File: src/rtl/flow_sched_pkg.sv
// Shared types for the flow scheduler: flow state, tag width helper and the
// decoded configuration word.
package flow_sched_pkg;

  typedef enum logic {StIdle, StActive} flow_state_e;

  // Upper bounds for the decoded cfg fields; real widths come from the
  // instantiating module and are zero-extended into these.
  localparam int unsigned CfgTagMaxW  = 16;
  localparam int unsigned CfgSizeMaxW = 16;

  typedef struct packed {
    logic [CfgTagMaxW-1:0]  tag;
    logic [CfgSizeMaxW-1:0] ext_size;
  } cfg_t;

  // Tag width for a given flow count; a single flow still carries a 1-bit tag.
  function automatic int unsigned tag_w(input int unsigned flux);
    return (flux > 1) ? $clog2(flux) : 1;
  endfunction

endpackage

File: src/rtl/rr_arbiter.sv
// Round-robin search: grants the first requester at or after ptr_i (wrapping).
module rr_arbiter #(
  parameter int unsigned N    = 4,
  parameter int unsigned PtrW = 2
) (
  input  logic [N-1:0]    req_i,
  input  logic [PtrW-1:0] ptr_i,
  output logic [N-1:0]    gnt_o
);

  logic [PtrW-1:0] idx;
  logic            found;

  // Walk requesters starting at the pointer; first hit wins.
  always_comb begin
    gnt_o = '0;
    found = 1'b0;
    idx   = '0;
    for (int unsigned i = 0; i < N; i++) begin
      idx = PtrW'((32'(ptr_i) + i) % N);
      if (!found && req_i[idx]) begin
        gnt_o[idx] = 1'b1;
        found      = 1'b1;
      end
    end
  end

endmodule

File: src/rtl/flow_scheduler.sv
// Multiplexes FLUX pixel flows onto one shared filter input with round-robin
// arbitration. Each flow runs ext_size*ext_size pixels per configuration.
// Optional stall/grant counters are built when FLOW_SCHED_STATS_EN is defined.
module flow_scheduler
  import flow_sched_pkg::*;
#(
  parameter int unsigned FLUX   = 4,
  parameter int unsigned DATA_W = 8,
  parameter int unsigned SIZE_W = 7,
  localparam int unsigned TAG_W = tag_w(FLUX)
) (
  input  logic                     clk,
  input  logic                     rst,
  input  logic                     cfg_write,
  input  logic [TAG_W+SIZE_W-1:0]  cfg_din,
  input  logic [FLUX-1:0]          in_valid,
  input  logic [FLUX*DATA_W-1:0]   in_data,
  output logic [FLUX-1:0]          in_ready,
  output logic [TAG_W+DATA_W-1:0]  out_din,
  output logic                     out_write,
  input  logic [FLUX-1:0]          out_full,
  output logic [FLUX-1:0]          flow_done,
  output logic                     cfg_err
`ifdef FLOW_SCHED_STATS_EN
  ,
  output logic [FLUX*32-1:0]       stall_cnt,
  output logic [FLUX*32-1:0]       grant_cnt
`endif
);

  localparam int unsigned RemW = 2 * SIZE_W;

  flow_state_e             state_q [FLUX];
  flow_state_e             state_d [FLUX];
  logic [RemW-1:0]         rem_q   [FLUX];
  logic [RemW-1:0]         rem_d   [FLUX];
  logic [TAG_W-1:0]        rr_ptr_q, rr_ptr_d;
  logic [FLUX-1:0]         issued_q;  // grant vector of the previous cycle
  logic                    out_write_q, out_write_d;
  logic [TAG_W+DATA_W-1:0] out_din_q, out_din_d;
  logic [FLUX-1:0]         flow_done_q, flow_done_d;
  logic                    cfg_err_q, cfg_err_d;

  logic [FLUX-1:0]         eligible, gnt;
  logic [TAG_W-1:0]        gnt_idx;
  logic [DATA_W-1:0]       gnt_data;
  cfg_t                    cfg;
  logic [TAG_W-1:0]        cfg_tag;
  logic [SIZE_W-1:0]       cfg_size;
  logic                    cfg_ok;

  // A flow may be granted only if active, offering data, not back-pressured
  // and not issued last cycle.
  always_comb begin
    eligible = '0;
    for (int unsigned f = 0; f < FLUX; f++) begin
      eligible[f] = (state_q[f] == StActive) && in_valid[f] && !out_full[f] && !issued_q[f];
    end
  end

  rr_arbiter #(
    .N    (FLUX),
    .PtrW (TAG_W)
  ) u_arb (
    .req_i (eligible),
    .ptr_i (rr_ptr_q),
    .gnt_o (gnt)
  );

  assign in_ready = gnt;

  // Encode the one-hot grant and select its pixel.
  always_comb begin
    gnt_idx  = '0;
    gnt_data = '0;
    for (int unsigned f = 0; f < FLUX; f++) begin
      if (gnt[f]) begin
        gnt_idx  = TAG_W'(f);
        gnt_data = in_data[f*DATA_W +: DATA_W];
      end
    end
  end

  // Decode the cfg word; acceptance is judged on the state sampled this cycle.
  always_comb begin
    cfg.tag      = CfgTagMaxW'(cfg_din[SIZE_W +: TAG_W]);
    cfg.ext_size = CfgSizeMaxW'(cfg_din[SIZE_W-1:0]);
    cfg_tag      = cfg.tag[TAG_W-1:0];
    cfg_size     = cfg.ext_size[SIZE_W-1:0];
    cfg_ok       = (cfg_size != '0) && (32'(cfg_tag) < FLUX) && (state_q[cfg_tag] == StIdle);
  end

  // Next-state: grant bookkeeping, pointer advance, then configuration.
  always_comb begin
    state_d     = state_q;
    rem_d       = rem_q;
    rr_ptr_d    = rr_ptr_q;
    out_write_d = |gnt;
    out_din_d   = '0;
    flow_done_d = '0;
    cfg_err_d   = 1'b0;
    if (|gnt) begin
      out_din_d      = {gnt_idx, gnt_data};
      rem_d[gnt_idx] = rem_q[gnt_idx] - RemW'(1);
      if (rem_q[gnt_idx] == RemW'(1)) begin
        state_d[gnt_idx]     = StIdle;
        flow_done_d[gnt_idx] = 1'b1;
      end
      rr_ptr_d = (32'(gnt_idx) == FLUX - 1) ? '0 : gnt_idx + TAG_W'(1);
    end
    // Accepted cfg only targets an idle flow, so it never collides with a grant.
    if (cfg_write) begin
      if (cfg_ok) begin
        state_d[cfg_tag] = StActive;
        rem_d[cfg_tag]   = RemW'(cfg_size) * RemW'(cfg_size);
      end else begin
        cfg_err_d = 1'b1;
      end
    end
  end

  // State and registered output stage with synchronous reset.
  always_ff @(posedge clk) begin
    if (rst) begin
      for (int unsigned f = 0; f < FLUX; f++) begin
        state_q[f] <= StIdle;
        rem_q[f]   <= '0;
      end
      rr_ptr_q    <= '0;
      issued_q    <= '0;
      out_write_q <= 1'b0;
      out_din_q   <= '0;
      flow_done_q <= '0;
      cfg_err_q   <= 1'b0;
    end else begin
      state_q     <= state_d;
      rem_q       <= rem_d;
      rr_ptr_q    <= rr_ptr_d;
      issued_q    <= gnt;
      out_write_q <= out_write_d;
      out_din_q   <= out_din_d;
      flow_done_q <= flow_done_d;
      cfg_err_q   <= cfg_err_d;
    end
  end

  assign out_write = out_write_q;
  assign out_din   = out_din_q;
  assign flow_done = flow_done_q;
  assign cfg_err   = cfg_err_q;

`ifdef FLOW_SCHED_STATS_EN
  logic [31:0] stall_q [FLUX];
  logic [31:0] stall_d [FLUX];
  logic [31:0] grant_q [FLUX];
  logic [31:0] grant_d [FLUX];

  // Count stalls and grants per flow; a new configuration restarts them.
  always_comb begin
    stall_d = stall_q;
    grant_d = grant_q;
    for (int unsigned f = 0; f < FLUX; f++) begin
      if (cfg_write && cfg_ok && (cfg_tag == TAG_W'(f))) begin
        stall_d[f] = '0;
        grant_d[f] = '0;
      end else begin
        if ((state_q[f] == StActive) && in_valid[f] && !gnt[f]) stall_d[f] = stall_q[f] + 32'd1;
        if (gnt[f]) grant_d[f] = grant_q[f] + 32'd1;
      end
    end
  end

  // Counter registers.
  always_ff @(posedge clk) begin
    if (rst) begin
      for (int unsigned f = 0; f < FLUX; f++) begin
        stall_q[f] <= '0;
        grant_q[f] <= '0;
      end
    end else begin
      stall_q <= stall_d;
      grant_q <= grant_d;
    end
  end

  // Flatten counters onto the output buses.
  always_comb begin
    stall_cnt = '0;
    grant_cnt = '0;
    for (int unsigned f = 0; f < FLUX; f++) begin
      stall_cnt[f*32 +: 32] = stall_q[f];
      grant_cnt[f*32 +: 32] = grant_q[f];
    end
  end
`endif

endmodule

File: config.mk
export PLATFORM = sky130hd
export DESIGN_NAME = flow_scheduler
export DESIGN_NICKNAME = d
export VERILOG_FILES = /design/src/rtl/flow_sched_pkg.sv /design/src/rtl/rr_arbiter.sv /design/src/rtl/flow_scheduler.sv
export SDC_FILE = /design/constraint.sdc
export NUM_CORES = 1
export LEC_CHECK = 0
export ABC_CLOCK_PERIOD_IN_PS = 4900
export CORE_MARGIN = 1
export CORE_UTILIZATION = 50
export DETAILED_ROUTE_END_ITERATION = 8
export GPL_ROUTABILITY_DRIVEN = 0
export PLACE_DENSITY = 0.86
export SYNTH_ARGS = -nofsm -noshare
export SYNTH_HDL_FRONTEND = slang
export SYNTH_SLANG_ARGS = --single-unit
File: constraint.sdc
create_clock -name clk -period 4.9 [get_ports clk]
set_input_delay 0.98 -clock clk [delete_from_list [all_inputs] [get_ports clk]]
set_output_delay 0.98 -clock clk [all_outputs]
set_load 0.05 [all_outputs]
# == Yosys cells after proc, flatten, opt, wreduce, memory -nomap -nowiden ==
# Cells that the tools add are included.
# totals
inputBits,52
word_cells,144
register_bits,82
out_inout_bits,20
# classes
reduce_logical,39
n_addsub,5
eq_ne,2
magnitude_cmp,14
bitwise,12
muxes,57
multipliers,1
# op_table
operator,n
56-bit two-way mux,3
56-bit bitwise mux,2
14-bit demux with 2-bit select,2
14-bit two-way mux,4
4-bit two-way mux,8
8-bit two-way mux,4
14-bit binary-select mux with 2-bit select,1
1-bit logical AND,23
1-bit two-way mux,18
4-bit OR,4
2-bit by 3-bit < comparator with 1-bit output (second input constant),5
1-bit demux with 2-bit select,7
14-bit by 1-bit equality test with 1-bit output (second input constant),1
7-bit by 7-bit multiplier with 14-bit output,1
14-bit by 1-bit subtractor with 14-bit output (second input constant),1
1-bit zero test,11
1-bit binary-select mux with 2-bit select,5
2-bit by 1-bit >= comparator with 1-bit output (second input constant),5
7-bit nonzero test,1
3-bit >= comparator (second input constant),2
3-bit by 1-bit < comparator with 1-bit output (second input constant),2
2-bit two-way mux,3
2-bit inverter with 3-bit output,2
2-bit by 1-bit adder with 2-bit output (second input constant),2
8 further kinds,13

# == Longest topological paths before layout ==
# Gate-level depths: netlist (run 1).
# depth
ltp_word,30
depth_mapped,20
ltp_nobuf,19

# == Modules after synthesis ==
# A second synthesis (run 1) with hierarchy kept.
# hier_totals
cells_unflattened,760
hier_area_um2,6164.7
# modules_own_cells
module,cells_each,n_inst,area_each_um2
flow_scheduler,724,1,5826.8
rr_arbiter,36,1,337.8

# == Worst setup path after synthesis (run 1) ==
# OpenSTA, ideal clock, no wires.
# synth_timing
path_type,input-to-reg
from,input port cfg_din[0]
to,register rem_q[26] in the netlist's numbering
n_path_buf,1
setup_time_ps,70
slack_ps,-391
cell_stages,17
arrival_ps,5221
path_cell_list,clkbuf_1 and2_1 fa_1 inv_1 fa_1 fa_1 inv_1 fa_1 ha_1 inv_1 a21oi_1 o21ai_0 a21boi_0 o31a_1 or4_1 a41o_1 a21oi_1
# synth_via
elab_chain_cells,4
elab_cells_between_ends,6
classes_between,mul: 1; mux: 3; reduce/logical: 2
# synth_rtl
item,line,source
"start, declared",flow_scheduler.sv:15,"input logic [TAG_W+SIZE_W-1:0] cfg_din,"
7-bit by 7-bit multiplier with 14-bit output / 7-bit nonzero test (equally long branches),"flow_scheduler.sv:115, flow_scheduler.sv:90",
56-bit bitwise mux / 1-bit logical AND (equally long branches),"flow_scheduler.sv:115, flow_scheduler.sv:90",
56-bit two-way mux *,flow_scheduler.sv:113,if (cfg_ok) begin
56-bit two-way mux *,flow_scheduler.sv:112,if (cfg_write) begin
"end signal, assigned",flow_scheduler.sv:137,rem_q <= rem_d;
"end, declared",flow_scheduler.sv:35,logic [RemW-1:0] rem_q [FLUX];
# Mark *: on every way between the ends. The rest lies on a longest branch, timed or not.
# A chain may end at the register's enable or synchronous reset.

# == Worst setup path after layout (run 1) ==
# layout_timing
from,input port cfg_din[4]
to,register rem_q[25] in the netlist's numbering
# The elaborated chain is that of the path after synthesis.

==> results of run 1 <==
[worst max-delay path: cells and delay by family]
| kind | cells | cell delay [ps] |
|---|---|---|
| compound gates | 8 | 1210 |
| fa+ha+maj | 5 | 2400 |
| buf+inv | 5 | 510 |
| simple gates | 1 | 160 |
[synthesized netlist by cell type (8+ instances only)]
cell type / number
ha_1: 36
nand2_1: 54
a22oi_1: 20
clkbuf_1: 31
mux2_2: 8
mux2i_1: 8
nor3_1: 17
nand3_1: 28
a31oi_1: 9
fa_1: 14
o32ai_1: 9
inv_1: 28
a21oi_1: 47
nor2_1: 80
o21ai_0: 29
a221oi_1: 17
or3_1: 11
o21ai_1: 8
dfxtp_1: 82
and2_1: 27
[through the flow]
| step | setup WS [ps] | power [mW] | util (%) |
|---|---|---|---|
| global placement | -589.4 | 2.835 | 63.67 |
| detailed placement | -750.4 | 2.891 | 63.67 |
| global route | -184.3 | 4.053 | 67.65 |
| finish | -78.93 | 3.897 | 67.65 |
| floorplan | -167.9 | 2.188 | - |
| CTS | 2.422 | 3.732 | 66.89 |
[sequential cells by signal (all words and copies together) (netlist names)]
| name | count |
|---|---|
| issued_q | 4 |
| cfg_err | 1 |
| flow_done | 4 |
| out_din | 10 |
| state_q | 4 |
| rr_ptr_q | 2 |
| rem_q | 56 |
| out_write | 1 |
[final timing paths]
check	from	slack (ps)	end	cells after the start
min reg2reg	rem_q[14]	480	rem_q[14]	2
max	cfg_din[4]	-80	rem_q[25]	19
min	rem_q[14]	480	rem_q[14]	2
max reg2reg	rr_ptr_q[0]	590	rem_q[38]	12
[routing by layer]
| metal | track usage [%] | wire (µm) | vias to the layer above |
|---|---|---|---|
| li1 | - | - | 3033 |
| met1 | 40.82 | 8239 | 3094 |
| met2 | 52.72 | 9874 | 516 |
| met3 | 6.908 | 2453 | 141 |
| met4 | 18.25 | 1286 | 0 |
| met5 | 0 | 0 | - |
[what timing repair did]
action                                  CTS  global route
endpoints found under the setup margin   23            20
resized for setup                        34            31
pin swaps                                13            30
setup buffers                             4             4
[cells by family (layout without fill, tap and decap cells)]
group           Yosys count  after routing  synth area share (%)
compound gates          211            211                 25.44
xor+xnor                  8              8                 1.126
fa+ha+maj                50             50                 11.74
buf+inv                  83            225                 5.892
flops                    82             82                 26.38
mux                      24             24                 5.630
simple gates            279            279                 23.79
[power breakdown]
group	switching [mW]	internal (mW)	total [mW]	leakage [nW]
Combinational	1.30	0.943	2.24	2.55
Clock	0.287	0.501	0.788	0.161
Sequential	0.0825	0.785	0.867	0.670
[final cells by class]
| cell class | count | area, µm² |
|---|---|---|
| clock buffers | 12 | 236.5 |
| inverters | 35 | 138.9 |
| clock inverters | 4 | 98.84 |
| well taps | 168 | 210.2 |
| repair buffers | 174 | 1489 |
| flip-flops and latches | 82 | 1642 |
| fillers | 867 | 3902 |
| multi-input cells | 572 | 4344 |
==> metrics.txt, run 1 <==
final worst-path setup slack=-78.93 ps; hold_buf cts=0; Final Non-Filler Cells=1047; drt pass-1 iters=8; final worst-path cycle share=101.6%; cell chain of the critical path=buf_6 > and2_4 > fa_1 > inv_2 > fa_1 > fa_1 > inv_2 > fa_1 > ha_4 > buf_4 > o21ai_4 > a21boi_2 > o21ai_2 > a21oi_2 > o21ai_2 > a211oi_2 > buf_4 > o21ai_1 > a21oi_1; total CTS buffers=9; Fin. Hold Viols=0; post-route DRC violation count=0; Worst EP required=5180 ps; failing checks=negative setup slack; Async SR Flop Fraction=0%; syn nets=839; Final Max Tran Viols=0; I/O pins=72; VDD IR max=0.2245 mV; initial antenna violation count=0; area leader, netlist=dfxtp_1; CP max stage cell=fa_1; Nets=976; core area=12060 µm²; vias per inst=6.479; CTS Sinks=82; Post-Place Cells=1023; wirelength, routed=21850 µm; Synth warnings=0; WP data arrival=5250 ps; synth top area cells=dfxtp_1 26%, ha_1 7.2%, nor2_1 4.8%; Power Density=477.6 nW/µm²; Setup CP Type=in -> reg; CP max FO=4; synthesized area per cell=8.443 µm²; ys flop type=dfxtp_1; EDFF count, synth=0; H-Tree Depth=3; max_slew headroom=52.40%; dpl cell area=7680 µm²; DRT iter0 DRCs=825; Vias=6784; register area share after synthesis=26.38%; Leak=3.378 nW; cell area after layout=8159 µm²; Initial Util=51.59%; Seq cells post-synth=82; fmax=0.2008 GHz; max cap viols=0; CTS tree=done; CTS root buf=clkbuf_16; unrepaired setup endpoints after global routing=yes; Clk pin slew, worst setup/hold paths=60 ps; GRT Overall Usage=32.73%; layout cells sized above 1=23.21%; HPWL Detailed=14780 µm; first-pass GRT wire length=32730 µm; crit start category=primary input; port buffer count=71; setup TNS=-346.9 ps; Max Clock Skew=7.634 ps; largest net degree at the start of global routing=38; Mapped Area=6222 µm²; Bufs on Longest Clock Path=2; die height=113.6 µm; mean routed wirelength per cell=20.87 µm; cell count after synthesis=737; worst skew pair latency=350 ps; final setup violation count=8; total gr overflow=0; Row Count=40; top cell type's share of synthesized area=26.38%; outcome=complete, but fails checks; worst min-delay path category=reg -> reg; Die X=113.6 µm; most frequent cells in the layout=104 x buf_4, 82 x dfxtp_1, 80 x nor2_1; area delta synth->final=31.13%; most common cell after layout, fill and taps aside=buf_4; Worst Tran Pin Value=709.2 ps; post-route minimum period=4979 ps; Netlist cell types=85; die area=12890 µm²; Hold Worst Slack=481.5 ps; antenna cells=0; CP max stage delay=540 ps; vias in the first global route=6453; CP dominant cell by count=fa_1; DRT antenna net count=0; CP Capture Type=register
Power figures use the tool's default switching activity.
==> run 2: changes to the inputs <==
--- a/config.mk
+++ b/config.mk
@@ -9,8 +9,9 @@
 export CORE_MARGIN = 1
 export CORE_UTILIZATION = 50
 export DETAILED_ROUTE_END_ITERATION = 8
+export DONT_BUFFER_PORTS = 1
 export GPL_ROUTABILITY_DRIVEN = 0
-export PLACE_DENSITY = 0.86
+export PLACE_DENSITY = 0.79
 export SYNTH_ARGS = -nofsm -noshare
 export SYNTH_HDL_FRONTEND = slang
 export SYNTH_SLANG_ARGS = --single-unit
==> run 2 against run 1 <==
  * The run now ends clean
  * Die area unchanged
  * Utilization down 9.6 points
  * Sequential share of layout area up 3.3 points
  * Clock power down 5.7%
  * Count of clock-buffer cells in the layout down 2
  * Non-clock buffer count down 116
  * Wire length down 10%
  * Flip-flop and latch count unchanged
  * Design area down 14%
  * Critical path depth down 3
  * Critical endpoint is now rem_q[26]
==> metrics.txt, run 2 (synthesized netlist as in run 1, its figures left out) <==
outcome=finished clean (was complete, but fails checks); I/O pins=72 (unchanged); final worst-path setup slack=152.6 ps (was -78.93 ps); post-route minimum period=4747 ps (was 4979 ps); Worst EP required=5190 ps (was 5180 ps); max cap viols=0 (unchanged); Row Count=40 (unchanged); DRT antenna net count=0 (unchanged); first-pass GRT wire length=30730 µm (was 32730 µm); crit start category=primary input (unchanged); area of the multi-input gates=4260 µm² (was 4344 µm²); area delta synth->final=12.55% (was 31.13%); Top reg by flops=rem_q (unchanged); post-route DRC violation count=0 (unchanged); Leak=2.860 nW (was 3.378 nW); wirelength, routed=19590 µm (was 21850 µm); CP dominant cell by count=fa_1 (unchanged); initial antenna violation count=0 (unchanged); H-Tree Depth=3 (unchanged); crit-path leading delay family=adder cells (unchanged); Bufs on Longest Clock Path=2 (unchanged); Clk pin slew, worst setup/hold paths=60 ps (about the same); Vias=6238 (was 6784); total gr overflow=0 (unchanged); pre-CTS setup slack=-233.9 ps (was -750.4 ps); vias in the first global route=6073 (was 6453); GRT Overall Usage=30.85% (was 32.73%); total CTS buffers=9 (unchanged); vias per inst=6.700 (was 6.479); final worst-path cycle share=96.89% (was 101.6%); core area=12060 µm² (unchanged); CTS tree=done (unchanged); FF+latch area=1642 µm² (unchanged); most common cell after layout, fill and taps aside=dfxtp_1 (was buf_4); Hold Worst Slack=482.5 ps (was 481.5 ps); Final Max Tran Viols=0 (unchanged); most frequent cells in the layout=82 x dfxtp_1, 80 x nor2_1, 58 x buf_4 (was 104 x buf_4, 82 x dfxtp_1, 80 x nor2_1); Initial Util=51.59% (unchanged); Final Non-Filler Cells=931 (was 1047); antenna cells=0 (unchanged); CP Capture Type=register (unchanged); worst skew pair latency=350 ps (about the same); fillcell total=1042 (was 867); HPWL Detailed=14540 µm (was 14780 µm); final setup violation count=0 (was 8); Nets=860 (was 976); CP max stage cell=fa_1 (unchanged); mean routed wirelength per cell=21.04 µm (was 20.87 µm); CTS root buf=clkbuf_16 (unchanged); VDD IR max=0.2112 mV (was 0.2245 mV); fmax=0.2106 GHz (was 0.2008 GHz); WP buf/inv=3 (was 5); Die X=113.6 µm (unchanged); Fin. Hold Viols=0 (unchanged); unrepaired setup endpoints after global routing=no (was yes); cell chain of the critical path=and2_4 > fa_1 > inv_1 > fa_1 > fa_1 > inv_1 > fa_1 > ha_4 > inv_2 > a21oi_2 > o21ai_2 > a21boi_1 > o31a_1 > or4_4 > a41o_1 > a21oi_1 (was buf_6 > and2_4 > fa_1 > inv_2 > fa_1 > fa_1 > inv_2 > fa_1 > ha_4 > buf_4 > o21ai_4 > a21boi_2 > o21ai_2 > a21oi_2 > o21ai_2 > a211oi_2 > buf_4 > o21ai_1 > a21oi_1); Worst Tran Pin Value=1220 ps (was 709.2 ps); CP max FO=10 (was 4); Post-Place Cells=915 (was 1023); Max Clock Skew=5.427 ps (was 7.634 ps); CTS Sinks=82 (unchanged); WP data arrival=5030 ps (was 5250 ps); worst min-delay path category=reg -> reg (unchanged); die height=113.6 µm (unchanged); CP max stage delay=560 ps (was 540 ps); DRT iter0 DRCs=807 (was 825); Setup CP Type=in -> reg (unchanged); die area=12890 µm² (unchanged); Power Density=505.0 nW/µm² (was 477.6 nW/µm²); max_slew headroom=17.95% (was 52.40%); post-layout util=58.06% (was 67.65%); layout cells sized above 1=17.17% (was 23.21%); port buffer count=0 (was 71); max FFs per register=56 (unchanged); largest net degree at the start of global routing=38 (unchanged); drt pass-1 iters=5 (was 8)
==> run 2: cell types whose count changed in the layout (fill, tap and decap cells not counted), moves of 3 or more <==
cell | previous run | this run
o21ai_0 | 15 | 25
inv_1 | 24 | 27
clkdlybuf4s50_1 | 60 | 0
buf_4 | 104 | 58
a21oi_2 | 5 | 2
buf_12 | 3 | 0
o21ai_1 | 14 | 11
buf_2 | 4 | 0
o21ai_2 | 7 | 1
a21oi_1 | 41 | 45
==> run 2: per-layer routing <==
metal	track usage (%)	part of all wire [%]
met1	37.55	38
met2	49.96	45
met3	6.748	12
met4	18.68	4.5
met5	0	0
==> run 2: path summary, 6_finish.rpt <==
| path | from | end | slack, ps | depth (start not counted) |
|---|---|---|---|---|
| worst max-delay path | cfg_din[5] | rem_q[26] | 150 | 16 |
| worst min-delay path | rem_q[1] | rem_q[1] | 480 | 2 |
| worst min register to register | rem_q[1] | rem_q[1] | 480 | 2 |
| worst max register to register | rr_ptr_q[0] | rem_q[13] | 240 | 16 |
==> run 2: power breakdown <==
| group | internal, mW | total, mW | switching [mW] | leakage, nW |
|---|---|---|---|---|
| registers | 0.785 | 0.900 | 0.115 | 0.670 |
| clock network | 0.448 | 0.743 | 0.294 | 0.153 |
| logic | 0.764 | 1.89 | 1.13 | 2.04 |
==> run 2: cell type report <==
| cell class | count | share of cell area, % |
|---|---|---|
| Clock inverter | 6 | 1.286 |
| Multi-Input combinational cell | 572 | 60.84 |
| Tap cell | 168 | 3.002 |
| Clock buffer | 10 | 3.270 |
| Sequential cell | 82 | 23.44 |
| Timing Repair Buffer | 58 | 6.218 |
| Inverter | 35 | 1.947 |
==> run 2: what timing repair did <==
item	CTS	global route
setup endpoints to repair	0	6
setup buffers	0	0
gates resized for setup	0	4
hold buffers	0	0
==> run 2: per-stage QoR <==
stage                     TNS (ps)  instance area, µm²  total power [mW]
after floorplan             -640.0                6262             2.188
after global placement      -587.2                6664             2.646
after detailed placement     -1728                6664             2.714
after CTS                        0                6983             3.460
after global routing             0                7003             3.726
final                            0                7003             3.536
==> run 2: worst min-delay path: cells and delay by family (launching register included) <==
kind | cells | cell delay (ps)
flops | 1 | 320
simple gates | 1 | 70
compound gates | 1 | 60
==> run 3: changes to the inputs <==
--- a/config.mk
+++ b/config.mk
@@ -6,6 +6,7 @@
 export NUM_CORES = 1
 export LEC_CHECK = 0
 export ABC_CLOCK_PERIOD_IN_PS = 4900
+export CAP_MARGIN = 10
 export CORE_MARGIN = 1
 export CORE_UTILIZATION = 50
 export DETAILED_ROUTE_END_ITERATION = 8
==> results of run 3 <==
Final layout, timing and power as in run 2 (identical DEF).
